## config.mk

```make
export PLATFORM = sky130hd
export DESIGN_NAME = crypto_op_scheduler
export DESIGN_NICKNAME = d
export VERILOG_FILES = /design/src/rtl/crypto_sched_pkg.sv /design/src/rtl/crypto_iter_core.sv /design/src/rtl/crypto_op_scheduler.sv
export SDC_FILE = /design/constraint.sdc
export NUM_CORES = 1
export LEC_CHECK = 0
export BUFFER_PORTS_ARGS = -buffer_cell sky130_fd_sc_hd__buf_2
export CAP_MARGIN = 20
export CORE_AREA = 2 2 333 335
export DETAILED_ROUTE_END_ITERATION = 10
export DIE_AREA = 0 0 335 337
export GPL_TIMING_DRIVEN = 0
export SLEW_MARGIN = 20
export SYNTH_ARGS = -nofsm -noshare
export SYNTH_HDL_FRONTEND = slang
export SYNTH_HIERARCHICAL = 1
export SYNTH_SLANG_ARGS = --single-unit
```

## constraint.sdc

```tcl
create_clock -name clk -period 39.6 [get_ports clk]
set_input_delay 11.88 -clock clk [delete_from_list [all_inputs] [get_ports clk]]
set_output_delay 11.88 -clock clk [all_outputs]
set_load 0.01 [all_outputs]
```

## src/rtl/crypto_sched_pkg.sv

```systemverilog
// crypto_sched_pkg: shared types, constants and round functions for the crypto op scheduler
// Exports: op_t, state_t, PUF_STEPS, HASH_ROUNDS, HASH_IV, HASH_RK, lfsr_step(), hash_round()
package crypto_sched_pkg;
    typedef enum logic [1:0] {OP_PUF, OP_HASH, OP_LFSR, OP_RSVD} op_t;
    typedef enum logic [1:0] {IDLE, RUN, DONE} state_t;
    localparam int PUF_STEPS = 64;
    localparam int HASH_ROUNDS = 4;
    localparam logic [63:0] HASH_IV = 64'hA5A5A5A5A5A5A5A5;
    localparam logic [63:0] HASH_RK = 64'hC3C3C3C3C3C3C3C3;
    function automatic logic [63:0] lfsr_step(input logic [63:0] a);
        return {a[62:0], a[63] ^ a[62] ^ a[60] ^ a[59]};
    endfunction
    function automatic logic [63:0] hash_round(input logic [63:0] a, input logic [63:0] chunk, input logic [1:0] r);
        return (a ^ chunk) ^ ((a << 3) ^ (a >> 5)) ^ (HASH_RK >> (9 * r));
    endfunction
endpackage

```

## src/rtl/crypto_iter_core.sv

```systemverilog
// crypto_iter_core: iterative datapath holding acc, step count and the latched operand/opcode
// Ports: clk, rst (async, active-high); load/op_in/data_in start an operation;
//        step advances one round; op is the latched opcode, nxt the post-step acc, last flags the final step
module crypto_iter_core
    import crypto_sched_pkg::*;
(
    input  logic         clk,
    input  logic         rst,
    input  logic         load,
    input  logic         step,
    input  op_t          op_in,
    input  logic [255:0] data_in,
    output op_t          op,
    output logic [63:0]  nxt,
    output logic         last
);
    logic [63:0]  acc;
    logic [6:0]   cnt;
    logic [255:0] data;
    logic [1:0]   r;
    // hash round index 4-cnt, taken mod 4 since cnt runs 4..1
    assign r = 2'd0 - cnt[1:0];
    // a reserved op runs a single dummy step that keeps acc at zero
    assign nxt = op == OP_HASH ? hash_round(acc, data[{r, 6'd0} +: 64], r) :
                 op == OP_RSVD ? acc : lfsr_step(acc);
    assign last = cnt == 7'd1;
    always_ff @(posedge clk or posedge rst) begin
        if (rst) begin
            acc  <= '0;
            cnt  <= '0;
            data <= '0;
            op   <= OP_PUF;
        end else if (load) begin
            op   <= op_in;
            data <= data_in;
            acc  <= op_in == OP_HASH ? HASH_IV : op_in == OP_RSVD ? 64'd0 : data_in[63:0];
            cnt  <= op_in == OP_PUF ? 7'(PUF_STEPS) : op_in == OP_HASH ? 7'(HASH_ROUNDS) : 7'd1;
        end else if (step) begin
            acc <= nxt;
            cnt <= cnt - 7'd1;
        end
    end
endmodule

```

## src/rtl/crypto_op_scheduler.sv

```systemverilog
// crypto_op_scheduler: round-robin front end sharing one iterative PUF/HASH/LFSR engine
// Ports: clk, rst (async, active-high); req/req_op/req_data per requester; flush aborts a running op;
//        gnt one-hot accept pulse; busy; rsp_valid/rsp_id/rsp_data/rsp_err result; ops_done completion count
module crypto_op_scheduler
    import crypto_sched_pkg::*;
#(
    parameter int NUM_REQ = 3,
    parameter int IDW = 2
) (
    input  logic                   clk,
    input  logic                   rst,
    input  logic [NUM_REQ-1:0]     req,
    input  logic [2*NUM_REQ-1:0]   req_op,
    input  logic [256*NUM_REQ-1:0] req_data,
    input  logic                   flush,
    output logic [NUM_REQ-1:0]     gnt,
    output logic                   busy,
    output logic                   rsp_valid,
    output logic [IDW-1:0]         rsp_id,
    output logic [63:0]            rsp_data,
    output logic                   rsp_err,
    output logic [15:0]            ops_done
);
    state_t         state, state_n;
    logic [IDW-1:0] ptr, win, idx, owner;
    logic [IDW:0]   sum;
    logic           any_req, load, step, fin, last;
    op_t            core_op;
    logic [63:0]    nxt;
    assign any_req = |req;
    assign load = state == IDLE && any_req;
    assign step = state == RUN && !flush;
    assign fin = step && last;
    assign busy = state != IDLE;
    // scan downwards so the closest set bit at or after ptr is the last one written
    always_comb begin
        win = '0;
        sum = '0;
        idx = '0;
        for (int k = NUM_REQ - 1; k >= 0; k--) begin
            sum = {1'b0, ptr} + (IDW + 1)'(k);
            idx = sum >= (IDW + 1)'(NUM_REQ) ? IDW'(sum - (IDW + 1)'(NUM_REQ)) : IDW'(sum);
            win = req[idx] ? idx : win;
        end
    end
    always_comb begin
        state_n = state == IDLE ? (any_req ? RUN : IDLE) :
                  state == RUN  ? (flush ? IDLE : last ? DONE : RUN) : IDLE;
    end
    always_ff @(posedge clk or posedge rst) begin
        if (rst) state <= IDLE;
        else state <= state_n;
    end
    always_ff @(posedge clk or posedge rst) begin
        if (rst) begin
            ptr       <= '0;
            owner     <= '0;
            gnt       <= '0;
            rsp_valid <= 1'b0;
            rsp_id    <= '0;
            rsp_data  <= '0;
            rsp_err   <= 1'b0;
            ops_done  <= '0;
        end else begin
            gnt       <= load ? NUM_REQ'(1) << win : '0;
            rsp_valid <= fin;
            if (load) begin
                owner <= win;
                ptr   <= win == IDW'(NUM_REQ - 1) ? '0 : win + 1'b1;
            end
            if (fin) begin
                rsp_id   <= owner;
                rsp_data <= nxt;
                rsp_err  <= core_op == OP_RSVD;
                if (core_op != OP_RSVD) ops_done <= ops_done + 16'd1;
            end
        end
    end
    crypto_iter_core u_core (
        .clk     (clk),
        .rst     (rst),
        .load    (load),
        .step    (step),
        .op_in   (op_t'(req_op[{win, 1'b0} +: 2])),
        .data_in (req_data[{win, 8'd0} +: 256]),
        .op      (core_op),
        .nxt     (nxt),
        .last    (last)
    );
endmodule
```

==> impl_results.md, run 1 <==
- Hold Fails Final Rpt: 0
- Reg power frac: 19.9%
- Nets@finish: 4575
- RSZ-0062 raised after global routing: no
- Post-Synth Adder-Cell Area: 0.508%
- Min Clock Period, post-route: 15.91 ns
- Crit path largest cell delay: 0.79 ns
- Mapped Nets: 3652
- Vias post-DR: 28210
- Busiest grt layer: met2
- DR iter-0 viols: 2851
- Clk Latency, worst-skew pair: 0.65 ns
- Ratio of cells with drive above 1 in the final layout: 38.6%
- Most used DFF post-synth: dfrtp_1
- CP top delay family: compound AO/OA/AOI/OAI gates
- Core Box Area: 110000 sq um
- Met3 usage: 9.04%
- Routed WL per cell: 32.3 um
- Worst-path cell chain: buf_2 -> nand2b_1 -> a2111oi_2 -> a31oi_2 -> buf_2 -> buf_2 -> a31oi_1 -> inv_1 -> o21ai_1 -> clkbuf_1 -> o221ai_1 -> o21ai_1
- Tightest Pin Transition: 1.24 ns
- GRT Total Usage: 29.3%
- Clock buffer depth: 3
- Drt drc: 0
- Max Cap Viol: 0
- Synth Area per Inst: 9.47 sq um
- Netlist cell types: 64
- Synth Area in Compound Gates: 11.6%
- CP endpoint kind: flop
- Synth warn: 6
- Clock Skews: 0.0664 ns
- Final ANT Viol Nets: 0
- Grt met1 use: 37.9%
- Vias in the first global route: 27003
- Bufs and invs on worst path: 5
- Crit-path most repeated cell: buf_2
- Cts hold-fix bufs: 0
- Sum Neg Setup Slack: 0 ns
- Power Total: 4.07 mW
- Fin crit share: 40.2%
- Final Cell Area: 35200 sq um
- Worst Path Max Fanout: 10
- Gate power share: 68.0%
- # IOs: 868
- Mapped cell area: 27100 sq um
- Largest family of logic cells by synthesized area: multiplexers
- Root Buffer: clkbuf_16
- Dpl cells: 5157
- Starting Density: 24.7%
- Grt met2 use: 44.6%
- # port buffers: 865
- Antenna violations before repair: 76
- Post-DP Area: 33400 sq um
- Finish-stage setup viols: 0
- Total grt overflow: 0
- Area grow syn2layout: 30.0%
- Worst slew margin: 17.1%
- Syn Inst Count: 2861
- Clk sink count: 422
- Worst setup SP type: primary input
- Clk pwr share: 12.1%
- Part of the Yosys area used for sequential elements: 39.0%
- Placement Rows: 122
- First-pass GRT wire length: 226000 um
- Sw Pwr: 2.06 mW
- Die area: 113000 sq um
- First drt pass iteration count: 6
- CTS tree: done
- Critical path class: in -> reg
- Critical-path top delay cell: o21ai_1
- Die height: 337 um
- VDD IR-drop max: 41.2 uV
- WP data required: 40.12 ns
- Setup Fix Bufs, Post-CTS: 0
- EDFF count, synth: 0
- Highest clock rate: 62.9 MHz
- Vias per cell: 5.33
- Static Leak: 16.0 nW
- Post_cts resized: 0
- CTS buffer count: 51
- H-tree levels: 2
- Final wirelength: 171000 um
- Width of the die: 335 um
- DP HPWL: 139000 um
- Hold Crit Class: reg -> reg
- Slew Viols, Final: 0
- Clock slew at reported path FFs: 0.06 ns
- Final Non-Filler Cells: 5293
- Int Pwr: 2.01 mW
- Mux contribution to synthesized area: 19.0%
- Simple-Gate Fraction of Synth Area: 16.8%
- Post-synth ARST share: 100%
- Pwr per Cell Area: 116 nW/um^2
- Status: completed
- Gpl congestion: 0.984
- Pin count of the biggest net entering global routing: 90
- Register bit total from synthesis: 422
- Arrival @ worst endpoint: 16.43 ns
- Synth Area in XOR/XNOR: 7.42%
- Sw frac: 50.7%
cells by family (layout without fill, tap and decap cells):
group / count (synthesis) / after routing
buffers and inverters: 273 / 1235
AOI/OAI and AO/OA: 479 / 479
other: 0 / 44
DFF: 422 / 422
and+or+nand+nor: 1095 / 1095
xor gates and xnor gates: 192 / 192
muxes: 389 / 389
adders and majority gates: 11 / 11
flip-flops by register name (all words and copies together) (netlist names):
name and count:
gnt 3, ops_done 16, owner 2, ptr 2, rsp_data 64, rsp_err 1
rsp_id 2, rsp_valid 1, state 2, u_core/acc 64, u_core/cnt 7, u_core/data 256
u_core/op 2
layer usage:
| metal | wire length, um | vias to the layer above |
|---|---|---|
| li1 | - | 11948 |
| met1 | 69700 | 14103 |
| met2 | 75300 | 1765 |
| met3 | 17700 | 364 |
| met4 | 8240 | 30 |
| met5 | 264 | - |
synthesized netlist by cell type (all sizes together) (19+ instances only):
library cell / number / area share (%)
nand2: 574 / 7.9
dfrtp: 422 / 39
nor2: 351 / 4.9
mux2: 322 / 13
a31oi: 298 / 7.0
xnor2: 129 / 4.2
buf: 126 / 3.4
clkbuf: 121 / 1.9
mux4: 64 / 5.5
a21oi: 45 / 0.83
xor2: 42 / 1.5
o21ai: 36 / 0.66
nor3b: 29 / 0.80
nor2b: 28 / 0.65
nand2b: 26 / 0.60
or3: 25 / 0.58
a221o: 23 / 0.85
inv: 23 / 0.32
o211ai: 22 / 0.63
xnor3: 21 / 1.7
and3: 19 / 0.44
worst paths after layout:
kind	start	to	slack [ns]	depth (start not counted)
setup / recovery	req[0]	u_core/acc[37]	23.69	12
hold / removal	ops_done[15]	ops_done[15]	0.48	1
setup reg to reg	ptr[0]	u_core/acc[37]	34.25	13
hold reg to reg	ops_done[15]	ops_done[15]	0.48	1
max in group asynchronous	rst	u_core/data[79]	26.48	5
min in group asynchronous	rst	ops_done[5]	11.34	2
power by group through the flow:
stage | sequential (mW) | combinational (mW) | clock, mW
after floorplan | 0.765 | 1.66 | 0
after global placement | 0.803 | 2.69 | 0
after detailed placement | 0.810 | 2.72 | 0
after CTS | 0.805 | 2.73 | 0.500
after global routing | 0.831 | 2.89 | 0.517
final | 0.812 | 2.77 | 0.491
per-stage QoR:
step | hold WS, ns | worst slack, ns | util (%)
2_1_floorplan | 0.437 | 18.61 | -
3_3_place_gp | 0.464 | 14.05 | 30.3
3_5_place_dp | 0.465 | 23.17 | 30.5
4_1_cts | 0.474 | 23.85 | 32.0
5_1_grt | 0.495 | 23.66 | 32.1
6_report | 0.475 | 23.69 | 32.1
cells in the final DEF (no fill, tap or decap), types with 25 or more instances in the layout:
cell type,Yosys,layout
a21oi_1,45,45
a31oi_1,294,293
buf_2,62,927
buf_6,30,30
clkbuf_1,113,117
clkbuf_16,0,52
dfrtp_1,422,422
diode_2,0,44
mux2_2,322,322
mux4_2,53,53
nand2_1,574,574
nand2b_1,26,26
nor2_1,351,351
nor2b_1,28,28
nor3b_1,29,29
o21ai_0,33,33
or3_1,25,25
xnor2_1,127,127
xor2_1,40,40
area by class of cell:
class | count | area, sq um
flip-flops and latches | 422 | 10600
clock inverters | 23 | 253
plain buffers | 248 | 1460
multi-input cells | 2166 | 15000
clock buffers | 69 | 1480
fillers | 11733 | 74400
diodes | 44 | 110
well taps | 1426 | 1780
repair buffers | 870 | 4470
inverters | 25 | 106
Note: power is estimated with default switching activity, not from simulation.
==> run 2: changes to the inputs <==
--- a/config.mk
+++ b/config.mk
@@ -5,11 +5,12 @@
 export SDC_FILE = /design/constraint.sdc
 export NUM_CORES = 1
 export LEC_CHECK = 0
+export ABC_AREA = 1
 export BUFFER_PORTS_ARGS = -buffer_cell sky130_fd_sc_hd__buf_2
 export CAP_MARGIN = 20
-export CORE_AREA = 2 2 333 335
+export CORE_AREA = 2 2 338 340
 export DETAILED_ROUTE_END_ITERATION = 10
-export DIE_AREA = 0 0 335 337
+export DIE_AREA = 0 0 340 342
 export GPL_TIMING_DRIVEN = 0
 export SLEW_MARGIN = 20
 export SYNTH_ARGS = -nofsm -noshare
==> constraint.sdc (replaced) <==
create_clock -name clk -period 15.53 [get_ports clk]
set_input_delay 4.659 -clock clk [delete_from_list [all_inputs] [get_ports clk]]
set_output_delay 4.659 -clock clk [all_outputs]
set_load 0.01 [all_outputs]
==> run 2 against run 1 <==
Worst setup slack lost 17 ns; die area up 3.0%; synthesized cell count grew 80%; first-iteration DRC count rose by 20%; global-route usage is 1.3 points lower; hold slack hardly changed; clock skew shrank 0.049 ns; critical path type unchanged.
==> impl_results.md, run 2 <==
- Antenna violations before repair: 24
- # port buffers: 867
- Nets@finish: 6857
- Biggest regs: u_core/data: 256 flops, rsp_data: 64 flops, u_core/acc: 64 flops
- Part of the Yosys area used for sequential elements: 33.7%
- H-tree levels: 2
- Gpl congestion: 1.02
- First drt pass iteration count: 8
- Highest clock rate: 120 MHz
- Critical-path top delay cell: nand2_2
- Synth Area in Compound Gates: 8.63%
- Most used DFF post-synth: dfrtp_1
- CTS buffer count: 49
- EDFF count, synth: 0
- Ratio of cells with drive above 1 in the final layout: 18.6%
- Die area: 116000 sq um
- Most frequent cells in the layout: 2100 x nand2_1, 992 x buf_2, 836 x inv_1, 632 x nand3_1, 422 x dfrtp_1
- Netlist cell types: 38
- Commonest non-fill, non-tap cell in the layout: nand2_1
- Vias post-DR: 37123
- Number of flip-flops in the largest register: 256
- Tightest Pin Transition: 1.14 ns
- Final wirelength: 169000 um
- Worst slack at placement: 6.71 ns
- Clk sink count: 422
- Mapped Nets: 5935
- Routed WL per cell: 22.2 um
- Crit path largest cell delay: 0.69 ns
- Top post-synthesis cells by area: dfrtp_1 34%, nand2_1 25%, nand3_1 10%, inv_1 10%, o21ai_0 2.6%
- Register bit total from synthesis: 422
- Most frequent cells after synthesis: 2100 x nand2_1, 838 x inv_1, 632 x nand3_1
- Biggest register: u_core/data
- RSZ-0062 raised after global routing: no
- Final Cell Area: 39500 sq um
- Fin worst setup slack: 7.17 ns
- Die height: 342 um
- Fin crit share: 53.8%
- Vias per cell: 4.87
- Clock Skews: 0.0174 ns
- Worst setup SP type: primary input
- Drt drc: 0
- Post-synth ARST share: 100%
- Crit path launch: req[0]
- Crit-path most repeated cell: nand2_1
- Setup Fix Bufs, Post-CTS: 0
- Finish-stage setup viols: 0
- Area grow syn2layout: 25.9%
- Root Buffer: clkbuf_16
- Total grt overflow: 0
- Synth warn: 6
- Simple-Gate Fraction of Synth Area: 37.6%
- Worst Path Max Fanout: 10
- Fin util: 34.9%
- Dominant cell type by area after synthesis: dfrtp_1
- DR iter-0 viols: 3435
- Hold Crit Class: reg -> reg
- Post_cts resized: 0
- CP endpoint kind: flop
- Width of the die: 340 um
- Worst slew margin: 23.5%
- Synth Area per Inst: 6.10 sq um
- Clk Latency, worst-skew pair: 0.63 ns
- Min Clock Period, post-route: 8.36 ns
- Clock slew at reported path FFs: 0.06 ns
- DP HPWL: 142000 um
- Arrival @ worst endpoint: 8.89 ns
- WP data required: 16.07 ns
- CTS tree: done
- Post-synth top area share: 33.7%
- Mux contribution to synthesized area: 0%
- Vias in the first global route: 34785
- Final ANT Viol Nets: 0
- Synth Area in XOR/XNOR: 4.41%
- Count leader, synth: nand2_1
- Pin count of the biggest net entering global routing: 104
- Hold Fails Final Rpt: 0
- Placement Rows: 124
- Hold slack: 0.475 ns
- R2r endpoint: u_core/acc[28]
- Worst Reg-to-Reg Cells: 19
- Post-Synth Adder-Cell Area: 0.439%
- GRT Total Usage: 28.0%
- Mapped cell area: 31400 sq um
- Slew Viols, Final: 0
- Max Cap Viol: 0
- Status: completed
- Core Box Area: 113000 sq um
- Critical path class: in -> reg
- FF-to-FF setup slack: 10.44 ns
- Clock buffer depth: 3
- Launching point of the worst reg2reg path: ptr[0]
- Post-DP Area: 37700 sq um
- First-pass GRT wire length: 237000 um
- Largest family of logic cells by synthesized area: simple AND/OR/NAND/NOR gates
- Cts hold-fix bufs: 0
- # IOs: 868
- Starting Density: 27.7%
- Worst-path cell chain: buf_2 -> nand2_1 -> nand3_1 -> nand2_1 -> nand2_1 -> nand2_1 -> nand2_2 -> nand2_2 -> buf_2 -> nand2_1 -> nand3_1 -> nand2_1 -> inv_1 -> clkbuf_1 -> clkbuf_1 -> a31oi_1 -> a21oi_1
- CP endpoint: u_core/acc[28]
- Syn Inst Count: 5144
-- run 2: cell count changes after synthesis, moves of 133 or more --
cell and change:
a31oi_1 -229, inv_1 +815, mux2_2 -322, nand2_1 +1526, nand3_1 +624, nor2_1 -251
o21ai_0 +133
-- run 2: logic make-up (layout without fill, tap and decap cells) --
group,after synthesis,in the layout
and+or+nand+nor,2891,2891
buffers and inverters,1194,2152
AOI/OAI and AO/OA,469,469
DFF,422,422
xor gates and xnor gates,157,157
adders and majority gates,11,11
other,0,13
-- run 2: area by class of cell --
cell class	instances	area (sq um)
Inverter	846	3190
Tap cell	1512	1890
Sequential cell	422	10600
Antenna cell	13	32.5
Clock inverter	22	345
Clock buffer	65	1390
Buffer	348	1620
Fill cell	12727	73600
Timing Repair Buffer	871	4450
Multi-Input combinational cell	3528	16000
-- run 2: worst max-delay path: cells and delay by family --
| kind | cells | cell delay, ns |
|---|---|---|
| buf+inv | 5 | 1.76 |
| simple gates | 10 | 1.95 |
| compound gates | 2 | 0.46 |
-- run 2: how the worst min path moves through the flow --
| stage | from | cells past startpoint | slack [ns] | to |
|---|---|---|---|---|
| finish | rsp_data[43] | 2 | 0.47 | rsp_data[43] |
| global route | rsp_id[0] | 2 | 0.49 | rsp_id[0] |
| detailed placement | u_core/data[176] | 2 | 0.46 | u_core/data[176] |
| global placement | u_core/data[71] | 2 | 0.45 | u_core/data[71] |
| CTS | u_core/data[173] | 2 | 0.47 | u_core/data[173] |
| floorplan | u_core/data[100] | 2 | 0.44 | u_core/data[100] |
-- run 2: metrics by stage --
step / TNS [ns] / cells
after global routing: 0 / 7616
final: 0 / 7627
after global placement: -901.57 / 7523
after CTS: 0 / 7614
after floorplan: 0 / 5144
after detailed placement: 0 / 7527
-- run 2: metal layers --
metal	track usage, %	vias to the layer above	share of wire, %
li1	-	17596	-
met1	37.3	17536	43
met2	44.5	1687	44
met3	3.87	292	7.3
met4	13.6	12	5.9
met5	0	-	0.046
Power of run 2 is not shown: default switching activity piles up to over one toggle a cycle in this logic, so the estimate is an artifact.
